<file path="src/rtl/rect_matrix_mult.sv">
// rect_matrix_mult: single-MAC controller computing C = A*B or C += A*B for run-time sized matrices over the register-file bus
module rect_matrix_mult #(
    parameter int max_dim       = 4,
    parameter int cell_width    = 8,
    parameter int address_width = 8,
    parameter int width         = cell_width * max_dim,
    parameter int dim_width     = $clog2(max_dim + 1)
) (
    input  logic                     in_clk,
    input  logic                     in_reset,
    input  logic                     in_start,
    input  logic [dim_width-1:0]     in_rows,
    input  logic [dim_width-1:0]     in_inner,
    input  logic [dim_width-1:0]     in_cols,
    input  logic                     in_mode,
    input  logic [width-1:0]         in_data,
    input  logic                     in_data_ready,
    input  logic                     in_ack,
    output logic [address_width-1:0] out_reg_address,
    output logic [1:0]               out_type,
    output logic [1:0]               out_matrix,
    output logic                     out_read_en,
    output logic                     out_write_en,
    output logic [cell_width-1:0]    out_cell_c,
    output logic                     out_busy,
    output logic                     out_ready,
    output logic                     out_error
);
    localparam int acc_width = 2 * cell_width + dim_width;
    localparam logic [dim_width-1:0] dim_max = dim_width'(max_dim);
    typedef enum logic [2:0] {IDLE, FETCH_A, FETCH_B, FETCH_C, MAC, WRITE, DONE} state_t;
    state_t r_state, w_next;
    logic [dim_width-1:0] r_rows, r_inner, r_cols, r_i, r_j, r_k;
    logic r_mode, r_error;
    logic [width-1:0] r_row_a, r_col_b;
    logic [acc_width-1:0] r_acc;
    logic [cell_width-1:0] w_a, w_b;
    logic [2*cell_width-1:0] w_prod;
    logic [address_width-1:0] w_row_addr, w_cell_addr;
    logic w_dim_bad, w_last_k, w_last_j, w_last_i;

    assign w_dim_bad = in_rows == '0 || in_inner == '0 || in_cols == '0 ||
                       in_rows > dim_max || in_inner > dim_max || in_cols > dim_max;
    assign w_a = r_row_a[int'(r_k) * cell_width +: cell_width];
    assign w_b = r_col_b[int'(r_k) * cell_width +: cell_width];
    assign w_prod = w_a * w_b;
    assign w_row_addr = address_width'(r_i) * address_width'(max_dim);
    assign w_cell_addr = w_row_addr + address_width'(r_j);
    assign w_last_k = r_k == r_inner - dim_width'(1);
    assign w_last_j = r_j == r_cols - dim_width'(1);
    assign w_last_i = r_i == r_rows - dim_width'(1);

    always_ff @(posedge in_clk or posedge in_reset) begin
        if (in_reset) r_state <= IDLE;
        else r_state <= w_next;
    end

    always_comb begin
        w_next = r_state;
        case (r_state)
            IDLE:    w_next = in_start ? (w_dim_bad ? DONE : FETCH_A) : IDLE;
            FETCH_A: w_next = in_data_ready ? FETCH_B : FETCH_A;
            FETCH_B: w_next = in_data_ready ? (r_mode ? FETCH_C : MAC) : FETCH_B;
            FETCH_C: w_next = in_data_ready ? MAC : FETCH_C;
            MAC:     w_next = w_last_k ? WRITE : MAC;
            WRITE:   w_next = !w_last_j ? FETCH_B : (w_last_i ? DONE : FETCH_A);
            DONE:    w_next = in_ack ? IDLE : DONE;
            default: w_next = IDLE;
        endcase
    end

    always_comb begin
        out_read_en = r_state == FETCH_A || r_state == FETCH_B || r_state == FETCH_C;
        out_write_en = r_state == WRITE;
        out_type = r_state == FETCH_A ? 2'b01 : (r_state == FETCH_B ? 2'b10 : 2'b00);
        out_matrix = r_state == FETCH_B ? 2'b01 :
                     (r_state == FETCH_C || r_state == WRITE) ? 2'b10 : 2'b00;
        out_reg_address = r_state == FETCH_A ? w_row_addr :
                          r_state == FETCH_B ? address_width'(r_j) :
                          (r_state == FETCH_C || r_state == WRITE) ? w_cell_addr : '0;
        out_cell_c = out_write_en ? r_acc[cell_width-1:0] : '0;
        out_busy = r_state != IDLE && r_state != DONE;
        out_ready = r_state == DONE;
        out_error = out_ready && r_error;
    end

    // A row stays in r_row_a for every column of that row; the accumulator is reseeded per cell
    always_ff @(posedge in_clk or posedge in_reset) begin
        if (in_reset) begin
            r_rows  <= '0;
            r_inner <= '0;
            r_cols  <= '0;
            r_mode  <= 1'b0;
            r_error <= 1'b0;
            r_i     <= '0;
            r_j     <= '0;
            r_k     <= '0;
            r_row_a <= '0;
            r_col_b <= '0;
            r_acc   <= '0;
        end else begin
            case (r_state)
                IDLE: if (in_start) begin
                    r_rows  <= in_rows;
                    r_inner <= in_inner;
                    r_cols  <= in_cols;
                    r_mode  <= in_mode;
                    r_error <= w_dim_bad;
                    r_i     <= '0;
                    r_j     <= '0;
                end
                FETCH_A: if (in_data_ready) r_row_a <= in_data;
                FETCH_B: if (in_data_ready) begin
                    r_col_b <= in_data;
                    r_acc   <= '0;
                    r_k     <= '0;
                end
                FETCH_C: if (in_data_ready) r_acc <= acc_width'(in_data[cell_width-1:0]);
                MAC: begin
                    r_acc <= r_acc + acc_width'(w_prod);
                    r_k   <= r_k + dim_width'(1);
                end
                WRITE: begin
                    r_j <= w_last_j ? '0 : r_j + dim_width'(1);
                    if (w_last_j) r_i <= r_i + dim_width'(1);
                end
                DONE: if (in_ack) r_error <= 1'b0;
                default: ;
            endcase
        end
    end
endmodule

</file>
<file path="config.mk">
export PLATFORM = sky130hd
export DESIGN_NAME = rect_matrix_mult
export DESIGN_NICKNAME = d
export VERILOG_FILES = /design/src/rtl/rect_matrix_mult.sv
export SDC_FILE = /design/constraint.sdc
export NUM_CORES = 1
export LEC_CHECK = 0
export BUFFER_PORTS_ARGS = -buffer_cell sky130_fd_sc_hd__buf_2
export CAP_MARGIN = 20
export CORE_MARGIN = 1.5
export CORE_UTILIZATION = 59
export DETAILED_ROUTE_END_ITERATION = 10
export MAX_ROUTING_LAYER = met4
export PLACE_DENSITY = 0.83
export SLEW_MARGIN = 20
export SYNTH_ARGS = -nofsm -noshare
export SYNTH_HDL_FRONTEND = slang
export SYNTH_SLANG_ARGS = --single-unit
export TNS_END_PERCENT = 50
</file>
<file path="constraint.sdc">
create_clock -name in_clk -period 5.9 [get_ports in_clk]
set_input_delay 0.295 -clock in_clk [delete_from_list [all_inputs] [get_ports in_clk]]
set_output_delay 0.295 -clock in_clk [all_outputs]
set_load 0.01 [all_outputs]
</file>
== Word-level counts from Yosys, hierarchy flattened ==
Cells that the tools add are included.
Widths: inputs -> output; s select.
Storage, ports and cells
  register bits after elaboration: 106
  bits of input ports: 47
  output and inout bits: 25
  word-level logic and storage cells: 100
Cells by class
  add/subtract/negate cells: 8
  $mul: 1
  $lt $le $gt $ge: 3
  eq/ne operators: 15
  shift operators: 2
  muxes and demuxes: 32
  reductions and logical operators: 27
Operator list (count)
  $shiftx 32x7->8: 2
  $pmux 19 s3: 1
  $mux 19: 2
  $mux 3: 12
  $pmux 3 s7: 1
  $add 19x16->19: 1
  $mux 6: 3
  $pmux 3 s2: 3
  $mul 8x8->16: 1
  $logic_not 3->1: 4
  $mux 2: 5
  $reduce_and 2->1: 5
  $add 3x1->3 const B: 3
  $eq 3x3->1: 3
  $eq 3x3->1 const B: 3
  $gt 3x3->1 const B: 3
  $reduce_and 3->1: 3
  $sub 3x1->3 const B: 3
  $logic_or 1x1->1: 8
  $mux 8: 1
  $ne 2x2->1 const B: 4
  $add 5x3->6: 1
  $eq 3x2->1 const B: 2
  $reduce_bool 2->1: 3
  7 further kinds: 11

== Logic depth before layout (Yosys ltp) ==
  depth in word-level cells: 9
  depth in mapped cells: 23
  gate-level depth less buffers: 21

== Worst setup path after synthesis ==
No wires, ideal clock.
  path type: reg2reg
  from: reg r_k[0]
  to: reg r_acc[7]
  setup time: 122 ps
  arrival time: 4255 ps
  required time: 5778 ps
  slack: 1523 ps
  stages on the path, launching flop included: 18
  buffers on the path: 1
  period minus slack after synthesis: 4377 ps
  path through: dfrtp_1 -> buf_6 -> mux4_1 -> nor2b_1 -> and2_1 -> fa_1 -> fa_1 -> ha_1 -> inv_1 -> fa_1 -> inv_1 -> ha_1 -> a21o_1 -> a21oi_1 -> xnor2_1 -> and2_1 -> mux2i_1 -> nand2_1
On the way
  cells in the longest elaborated chain, start to end: 4
  elaborated cells on any way between the ends: 5
  those cells by class: add/sub (1); mul (1); shift (2); mux (1)
RTL lines
  start, declared: line 33  | logic [dim_width-1:0] r_rows, r_inner, r_cols, r_i, r_j, r_k;
  start signal, assigned: line 121  | r_k <= r_k + dim_width'(1);
  $shiftx 32x7->8, on equally long branches: line 44, 45
  $mul 8x8->16 *: line 46  | assign w_prod = w_a * w_b;
  $add 19x16->19 *: line 120  | r_acc <= r_acc + acc_width'(w_prod);
  $pmux 19 s3 *: line 102  | case (r_state)
  end signal, assigned: line 118  | FETCH_C: if (in_data_ready) r_acc <= acc_width'(in_data[cell_width-1:0]);
  end signal, assigned: line 120
  end, declared: line 36  | logic [acc_width-1:0] r_acc;
Every way passes the cells marked *; elsewhere a longest branch is shown, timed or not.
A chain may end at the register's enable or synchronous reset.

== Worst setup path after layout ==
  from: reg r_k[1]
  to: reg r_acc[7]
Same word-level chain as after synthesis.

==> flow_summary.rst <==
.. list-table::
   :header-rows: 1

   * - Metric
     - Value
   * - Run status
     - complete, no violations
   * - Number of warning messages in the yosys log
     - 0
   * - Final Skew
     - between 0.01 and 0.015 ns
   * - Final clock period utilization by the worst path
     - 0.8280
   * - Area of the mapped netlist
     - 0.005806 mm^2
   * - # fillers
     - 762
   * - Area growth syn-to-layout
     - 11.31%
   * - Die height
     - 102.2 um
   * - Most used cells in the layout excluding fill and tap cells
     - sky130_fd_sc_hd__dfrtp_1, sky130_fd_sc_hd__buf_2, sky130_fd_sc_hd__mux2_2
   * - Maximum number of pins on one net before global-route repair
     - 50
   * - Placed instance area
     - slightly above 0.006 mm^2
   * - CTS tree
     - built
   * - Transition at the pin with the smallest max-transition slack
     - 0.9985 ns
   * - Setup Buffers After CTS
     - 0
   * - Port Buf Inserts
     - 69
   * - Data arrival time of the critical path
     - 5.16 ns
   * - DRC errors left
     - 0
   * - Summed negative setup slack over all endpoints
     - 0 ns
   * - Setup repair after global routing missed its margin
     - false
   * - Clk pin slew, worst setup/hold paths
     - 0.10 ns
   * - H-tree levels
     - 3
   * - Root Buffer Master
     - sky130_fd_sc_hd__clkbuf_8
   * - DP HPWL
     - 9125 um
   * - Number of nets in the layout
     - roughly 670
   * - First DRT Iteration DRCs
     - 153
   * - Fraction of final layout cells sized beyond drive strength 1
     - 0.2931
   * - Seq cells post-synth
     - 95
   * - Clock latency on the worst-skew pair
     - 0.38 ns
   * - Count of cells resized by post-cts repair
     - 0
   * - Max cap viols
     - 0
   * - Data required, critical path
     - 6.18 ns
   * - Post-synth ARST share
     - 1.000
   * - Cts bufs inserted
     - 9
   * - Total Die Area
     - 0.01044 mm^2
   * - Vias in the first global route
     - 4013
   * - Clock sink total
     - 95
   * - Synth Flop Type
     - sky130_fd_sc_hd__dfrtp_1
   * - Worst slew margin
     - 0.3343
   * - Number of detailed-route iterations in the first pass
     - 4
   * - Worst-case register-to-register setup slack
     - 1.01 ns
   * - Core area
     - 0.009639 mm^2
   * - Remaining global-route overflow
     - 0
   * - Post-synthesis cell count
     - 514
   * - Number of enable-type register cells in the synthesized netlist
     - 0
   * - Final count of hold timing violations
     - 0
   * - Critical setup path kind
     - register to register
   * - Total via count in the routed design
     - approximately 4000
   * - Hold buffer count at cts
     - 0
   * - Final count of negative-setup-slack endpoints
     - 0
   * - Type of element launching the critical path
     - register
   * - All-layer global routing usage
     - 0.2629
   * - Remaining antenna violation count
     - 0
   * - Reg area
     - 0.002377 mm^2
   * - Sequential fraction of the synthesis area
     - 0.4095
   * - Final count of pins violating max slew
     - 0
   * - Per-instance average area after synthesis
     - 11.29 um^2
   * - Sort of element at the end of the critical path
     - register
   * - Post-synth cell types
     - 48
   * - Maximum clock frequency
     - around 200 MHz
   * - Number of buffers on the longest clock path
     - 2
   * - Most frequent standard cell in the layout excluding fill and tap cells
     - sky130_fd_sc_hd__dfrtp_1
   * - Final RePlAce weighted congestion
     - 0.9018
   * - Horizontal die dimension
     - 102.2 um
   * - Wire length of the first global-routing pass
     - 19990 um
   * - Number of antenna violations at the first check in global routing
     - 0
   * - Vias per std cell
     - 5.571
   * - Minimum period implied by the final worst setup slack
     - a little under 5 ns
   * - Initial Util
     - 0.6023
   * - Drt wl/cell
     - 17.01 um
   * - Boundary Pins
     - 72
   * - Multi-input gate area in the final layout
     - around 0.0031 mm^2
   * - Hold Path Class
     - primary input to async pin
   * - Highest net fanout along the worst path
     - 13
   * - Sum of routed wire length over all layers
     - 12130 um
   * - Placement row count
     - 36
   * - Layout Cell Area excl Fill
     - 0.006462 mm^2
   * - Antenna Diode Count
     - 0
-- synthesized netlist by cell type, types with 4 or more instances --
cell | instances | area share
sky130_fd_sc_hd__nand2b_1 | 7 | 0.0075
sky130_fd_sc_hd__inv_1 | 45 | 0.029
sky130_fd_sc_hd__dfrtp_1 | 95 | 0.41
sky130_fd_sc_hd__buf_4 | 4 | 0.0052
sky130_fd_sc_hd__nor2b_1 | 12 | 0.013
sky130_fd_sc_hd__mux4_1 | 8 | 0.036
sky130_fd_sc_hd__buf_2 | 5 | 0.0043
sky130_fd_sc_hd__a22oi_1 | 5 | 0.0065
sky130_fd_sc_hd__and2_1 | 17 | 0.018
sky130_fd_sc_hd__ha_1 | 25 | 0.054
sky130_fd_sc_hd__o21ai_0 | 22 | 0.019
sky130_fd_sc_hd__xor2_1 | 12 | 0.018
sky130_fd_sc_hd__a21oi_1 | 10 | 0.0086
sky130_fd_sc_hd__a221oi_1 | 4 | 0.0060
sky130_fd_sc_hd__nor2_1 | 17 | 0.011
sky130_fd_sc_hd__nand3_1 | 7 | 0.0060
sky130_fd_sc_hd__mux4_2 | 8 | 0.031
sky130_fd_sc_hd__fa_1 | 18 | 0.062
sky130_fd_sc_hd__xnor2_1 | 21 | 0.032
sky130_fd_sc_hd__mux2_2 | 64 | 0.12
sky130_fd_sc_hd__clkbuf_1 | 12 | 0.0078
sky130_fd_sc_hd__and3_1 | 9 | 0.0097
sky130_fd_sc_hd__nand2_1 | 52 | 0.034
-- flip-flops by register name (all words and copies together) (netlist names) --
register  flops
r_cols        3
r_inner       3
r_state       3
r_col_b      32
r_acc         8
r_j           3
r_i           3
r_k           3
r_row_a      32
r_mode        1
r_error       1
r_rows        3
-- per-layer routing --
metal	GRT usage	wire length, um
met5	-	0
met4	0.08325	220
met3	0.04720	608
met2	0.3948	5775
met1	0.3672	5527
-- final timing paths --
kind	startpoint	end	depth (start not counted)
setup / recovery	r_k[1]$_DFFE_PP0P_	r_acc[7]$_DFFE_PP0P_	18
min in group in_clk	in_ack	r_error$_DFFE_PP0P_	2
setup reg to reg	r_k[1]$_DFFE_PP0P_	r_acc[7]$_DFFE_PP0P_	18
hold / removal	in_reset	r_inner[0]$_DFFE_PP0P_	2
max in group asynchronous	in_reset	r_row_a[6]$_DFFE_PP0P_	3
hold reg to reg	r_row_a[23]$_DFFE_PP0P_	r_row_a[23]$_DFFE_PP0P_	1
-- kinds of logic (layout without fill, tap and decap cells) --
group / after synthesis / after routing / synth area share
xor gates and xnor gates: 35 / 35 / 0.05539
AOI/OAI and AO/OA: 51 / 51 / 0.05302
and+or+nand+nor: 136 / 136 / 0.1177
muxes: 82 / 82 / 0.1950
other: 1 / 2 / 0.0006459
adders and majority gates: 43 / 43 / 0.1159
DFF: 95 / 95 / 0.4095
buffers and inverters: 71 / 136 / 0.05280
-- cell type report --
| type | instances | area share |
|---|---|---|
| Multi-Input combinational cell | 349 | 0.4846 |
| Clock inverter | 7 | 0.01588 |
| Tap cell | 133 | 0.02575 |
| Sequential cell | 95 | 0.3679 |
| Clock buffer | 9 | 0.01917 |
| Inverter | 45 | 0.02633 |
| Timing Repair Buffer | 75 | 0.06041 |
-- worst max-delay path: stages (launching register included) --
cell,delay [ns]
sky130_fd_sc_hd__dfrtp_1,0.73
sky130_fd_sc_hd__buf_4,0.27
sky130_fd_sc_hd__mux4_1,0.19
sky130_fd_sc_hd__inv_1,0.07
sky130_fd_sc_hd__nor2_1,0.25
sky130_fd_sc_hd__nand2_1,0.13
sky130_fd_sc_hd__fa_1,0.52
sky130_fd_sc_hd__inv_1,0.06
sky130_fd_sc_hd__fa_1,0.49
sky130_fd_sc_hd__inv_1,0.05
sky130_fd_sc_hd__fa_1,0.46
sky130_fd_sc_hd__fa_1,0.55
sky130_fd_sc_hd__inv_1,0.05
sky130_fd_sc_hd__ha_1,0.32
sky130_fd_sc_hd__a21oi_1,0.17
sky130_fd_sc_hd__xnor2_1,0.12
sky130_fd_sc_hd__and2_1,0.17
sky130_fd_sc_hd__mux2i_1,0.12
sky130_fd_sc_hd__nand2_1,0.07
-- per-stage QoR --
stage,hold WS [ns],setup WS [ns],util,instances
after floorplan,0.3960,1.523,-,515
after global placement,0.4650,1.136,0.6469,697
after detailed placement,0.4727,0.9804,0.6469,697
after CTS,0.05369,0.9570,0.6704,713
after global routing,0.09875,0.7100,0.6704,713
final,0.03633,1.015,0.6704,713
Power is left out: the tool's default activity adds up to more than one toggle a clock period on the data nets, which glitch-free logic cannot reach.
